==> src/rtl/dffnr_pipe.sv <==
// Falling-edge delay line with per-stage valid, stall, synchronous clear and occupancy count.
// Drop-in successor to chains of single-bit dffnrnq cells in negative-edge clock domains.
module dffnr_pipe #(
  parameter int              WIDTH        = 8,
  parameter int              DEPTH        = 4,
  parameter logic [WIDTH-1:0] RESET_VAL   = '0,
  parameter bit              GATE_INVALID = 1'b0
) (
  input  logic                       CLKN,
  input  logic                       R,
  input  logic                       EN,
  input  logic                       SCLR,
  input  logic [WIDTH-1:0]           D,
  input  logic                       DV,
  output logic [WIDTH-1:0]           Q,
  output logic                       QV,
  output logic [$clog2(DEPTH+1)-1:0] CNT
);

  localparam int CW = $clog2(DEPTH+1);

  logic [DEPTH-1:0][WIDTH-1:0] data_p;
  logic [DEPTH-1:0]            vld_p;
  logic [CW-1:0]               cnt_p;

  logic [DEPTH-1:0][WIDTH-1:0] data_nxt;
  logic [DEPTH-1:0]            vld_nxt;
  logic [CW-1:0]               cnt_nxt;
  logic                        ctl_x;

  function automatic logic [WIDTH-1:0] gate_data(input logic [WIDTH-1:0] d, input logic dv);
    gate_data = (GATE_INVALID && !dv) ? RESET_VAL : d;
  endfunction

  // Modular arithmetic is exact here: the true result always lies in 0..DEPTH.
  function automatic logic [CW-1:0] cnt_step(input logic [CW-1:0] c, input logic in_v,
                                             input logic out_v);
    cnt_step = c + CW'(in_v) - CW'(out_v);
  endfunction

  // Zero for known controls; X when EN or SCLR is X/Z, poisoning every next-state bit.
  assign ctl_x = (EN ^ EN) | (SCLR ^ SCLR);

  always_comb begin
    data_nxt = data_p;
    vld_nxt  = vld_p;
    cnt_nxt  = cnt_p;
    if (SCLR) begin
      data_nxt = {DEPTH{RESET_VAL}};
      vld_nxt  = '0;
      cnt_nxt  = '0;
    end else if (EN) begin
      data_nxt[0] = gate_data(D, DV);
      vld_nxt[0]  = DV;
      for (int i = 1; i < DEPTH; i++) begin
        data_nxt[i] = data_p[i-1];
        vld_nxt[i]  = vld_p[i-1];
      end
      cnt_nxt = cnt_step(cnt_p, DV, vld_p[DEPTH-1]);
    end
    data_nxt = data_nxt ^ {(DEPTH*WIDTH){ctl_x}};
    vld_nxt  = vld_nxt ^ {DEPTH{ctl_x}};
    cnt_nxt  = cnt_nxt ^ {CW{ctl_x}};
  end

  // Stage registers: falling-edge update, reset takes effect immediately.
  always_ff @(negedge CLKN or posedge R) begin
    if (R) begin
      data_p <= {DEPTH{RESET_VAL}};
      vld_p  <= '0;
      cnt_p  <= '0;
    end else begin
      data_p <= data_nxt;
      vld_p  <= vld_nxt;
      cnt_p  <= cnt_nxt;
    end
  end

  assign Q   = data_p[DEPTH-1];
  assign QV  = vld_p[DEPTH-1];
  assign CNT = cnt_p;

  a_cnt_range : assert property (@(negedge CLKN) disable iff (R) cnt_p <= CW'(DEPTH));
  a_cnt_match : assert property (@(negedge CLKN) disable iff (R) $countones(vld_p) == int'(cnt_p));

endmodule

==> config.mk <==
export PLATFORM = sky130hd
export DESIGN_NAME = dffnr_pipe
export DESIGN_NICKNAME = d
export VERILOG_FILES = /design/src/rtl/dffnr_pipe.sv
export SDC_FILE = /design/constraint.sdc
export NUM_CORES = 1
export LEC_CHECK = 0
export ABC_AREA = 1
export BUFFER_PORTS_ARGS = -buffer_cell sky130_fd_sc_hd__clkbuf_2
export CAP_MARGIN = 40
export CELL_PAD_IN_SITES_DETAIL_PLACEMENT = 0
export CELL_PAD_IN_SITES_GLOBAL_PLACEMENT = 1
export CORE_UTILIZATION = 46
export CTS_CLUSTER_DIAMETER = 50
export DETAILED_ROUTE_END_ITERATION = 10
export PLACE_DENSITY = 0.88
export SKIP_LAST_GASP = 1
export SLEW_MARGIN = 30
export SYNTH_ARGS = -nofsm -noshare
export SYNTH_HDL_FRONTEND = slang
export SYNTH_SLANG_ARGS = --single-unit
export TNS_END_PERCENT = 1
==> constraint.sdc <==
create_clock -name CLKN -period 4.28 [get_ports CLKN]
set_input_delay 0.856 -clock CLKN [delete_from_list [all_inputs] [get_ports CLKN]]
set_output_delay 0.856 -clock CLKN [all_outputs]
set_load 0.05 [all_outputs]
==> run_results.csv <==
group,metric,value,unit
sta,finalSetupViolations,0,
synth,ys_seq_area_share,57.7,%
power,vdd_drop_max,0.000170,V
power,switching_share,23.2,%
global_route,grt_max_degree,40,
placement,dpl.hpwl,1.79,mm
final_layout,multi_input_area,449,um^2
power,intPower,0.550,mW
route,dr_total_vias,1083,
critical_path,cp-end-kind,"output port",
synth,syn_area_per_cell,10.4,um^2
min_path,min_path_type,"reg -> reg",
route,antenna_left,0,
route,drtIter0Drc,60,
final_layout,drive_above_1_share,26.0,%
final_layout,fill_cells,308,
cts,cts_setup_buffers,0,
final_layout,fin_area,1870,um^2
critical_path,path_cells,"clkbuf_2",
sta,relSlewSlack,66.9,%
cts,ctsHoldBuffers,0,
global_route,grt_pass1_wl,4.67,mm
route,drc,0,
status,status,"finished clean",
cts,clk_latency,0.29,ns
critical_path,crit_path_top_delay_cell,"dfrtn_1",
floorplanning,placementRows,21,
synth,netlist_instances,162,
critical_path,criticalPathCategory,"reg -> out",
final_layout,diodes,0,
power,p_seq_share,54.1,%
floorplanning,coreArea,3440,um^2
power,p_total,0.715,mW
global_route,first_global_vias,1036,
floorplanning,die_area,3920,um^2
critical_path,worstPathArrival,3.23,ns
synth,yosys.area.top_type_share,57.7,%
sta,whs,0.437,ns
route,drtPass1Iterations,4,
floorplanning,start_util,49.1,%
synth,synth_seq_cells,39,
sta,fin_setup_tns,0,ns
critical_path,crit_required,3.42,ns
power,p_leak,0.895,nW
cts,cts-htree-levels,2,
sta,hold_viol_final,0,
synth,synthTopCellsByArea,"dfrtn_1 (58%), o22ai_2 (8.1%), inv_1 (7.8%)",
synth,synth_top_area_cell,"dfrtn_1",
placement,dp_slack,0.172,ns
synth,yosys.cell_types.count,16,
cts,cts_tree,"yes",
placement,numPortBuffers,24,
run,drv_cap,0,
placement,dpl_cell_area,1770,um^2
cts,cts.root.buffer_cell,"clkbuf_8",
critical_path,cp_max_fo,5,
final_layout,syn_to_final_growth,10.7,%
cts,clk_pin_slew,0.05,ns
final_layout,fin_nets,196,
global_route,grt_usage,15.6,%
sta,final_max_slew_viol_count,0,
sta,clock-skew-final,0.00416,ns
cts,clock-sinks,39,
route,routedWlPerCell,12.0,um
power,combPwrFrac,9.0,%
critical_path,max_stage_delay,0.49,ns
floorplanning,die_w,62.6,um
floorplanning,die_height,62.6,um
critical_path,cp_top_family,"flip-flops",
critical_path,cp.buffers_inverters,1,
global_route,antenna_found_initial,0,
final_layout,area.sequential,976,um^2
global_route,overflow,0,
critical_path,cp-start-kind,"register",
cts,cts_buffers,5,
power,p_sw,0.166,mW
route,viasPerCell,4.77,
sta,worst-slew-pin-transition,0.497,ns
floorplanning,boundaryPins,25,
cts,post_cts_resize_count,0,
sta,rsz0062_at_grt,"false",
power,power_density,382,nW/um^2
placement,gp_congestion,0.709,
synth,synthesis.nets,178,
route,wl,2.72,mm
power,p_clk_share,36.9,%
synth,syn_area,1690,um^2
sta,setup_slack,0.190,ns
cts,clock_path_buffers,2,
synth,ys_warn_count,0,
==> worst paths after layout <==
| check | start | endpoint | slack [ns] | cells past startpoint |
|---|---|---|---|---|
| setup / recovery | CNT[1] | CNT[1] | 0.19 | 1 |
| hold / removal | Q[3] | Q[3] | 0.44 | 2 |
| setup reg to reg | CNT[0] | CNT[2] | 2.50 | 9 |
| hold reg to reg | Q[3] | Q[3] | 0.44 | 2 |
| max in group asynchronous | R | Q[7] | 1.24 | 3 |
| min in group asynchronous | R | Q[2] | 2.68 | 3 |
==> cell usage after synthesis <==
| library cell | n |
|---|---|
| o22ai_1 | 8 |
| nand3b_1 | 1 |
| nor2_2 | 1 |
| o21ai_0 | 18 |
| nand3_1 | 2 |
| o22ai_2 | 11 |
| o21ai_1 | 1 |
| inv_2 | 1 |
| dfrtn_1 | 39 |
| buf_4 | 8 |
| ha_1 | 2 |
| buf_2 | 3 |
| buf_6 | 5 |
| inv_1 | 35 |
| nand2_1 | 26 |
| fa_1 | 1 |
==> through the flow <==
| stage | utilization [%] | std cells |
|---|---|---|
| final | 54.4 | 227 |
| after floorplan | - | 162 |
| after CTS | 54.4 | 227 |
| after global routing | 54.4 | 227 |
| after global placement | 51.5 | 219 |
| after detailed placement | 51.5 | 219 |
==> power by group through the flow <==
stage          sequential, mW  combinational (mW)  clock (mW)
2_1_floorplan           0.399              0.0449           0
3_3_place_gp            0.393              0.0637           0
3_5_place_dp            0.393              0.0653           0
4_1_cts                 0.387              0.0657       0.269
5_1_grt                 0.388              0.0723       0.289
6_report                0.387              0.0647       0.264
==> cell type report <==
| type | instances | area share, % |
|---|---|---|
| sequential | 39 | 52.1 |
| multi-input combinational | 71 | 24.0 |
| timing repair buffer | 27 | 8.28 |
| inverter | 36 | 7.21 |
| clock buffer | 8 | 5.34 |
| tap | 46 | 3.07 |
==> state kept, by name, summed over array words and instances, names as in the netlist <==
signal and cells:
Q 8, data_p 24, CNT 3, vld_p 4
==> metal layers <==
metal	vias up	track usage, %	wire [um]	part of all wire (%)
met2	20	24.2	1310	48
met5	-	0	0	0
li1	535	-	-	-
met4	0	3.49	27	0.99
met1	524	20.5	1250	46
met3	4	6.39	132	4.9
==> cell usage in the layout (no fill, tap or decap), types with 2 or more instances in the layout <==
cell type and instances:
nand3_1 2, clkbuf_8 7, buf_4 2, o21ai_0 18, o22ai_2 11, dfrtn_1 39
inv_1 35, ha_1 2, nand2_1 26, clkbuf_2 24, o22ai_1 8
==> logic make-up after synthesis <==
kind of cell	after synthesis	share of synthesized area (%)
flip-flops	39	57.7
AND/OR/NAND/NOR	30	7.17
adder cells (fa/ha/maj)	3	2.66
AO/OA/AOI/OAI	38	16.7
buffers and inverters	52	15.8
Note: power is estimated with default switching activity, not from simulation.
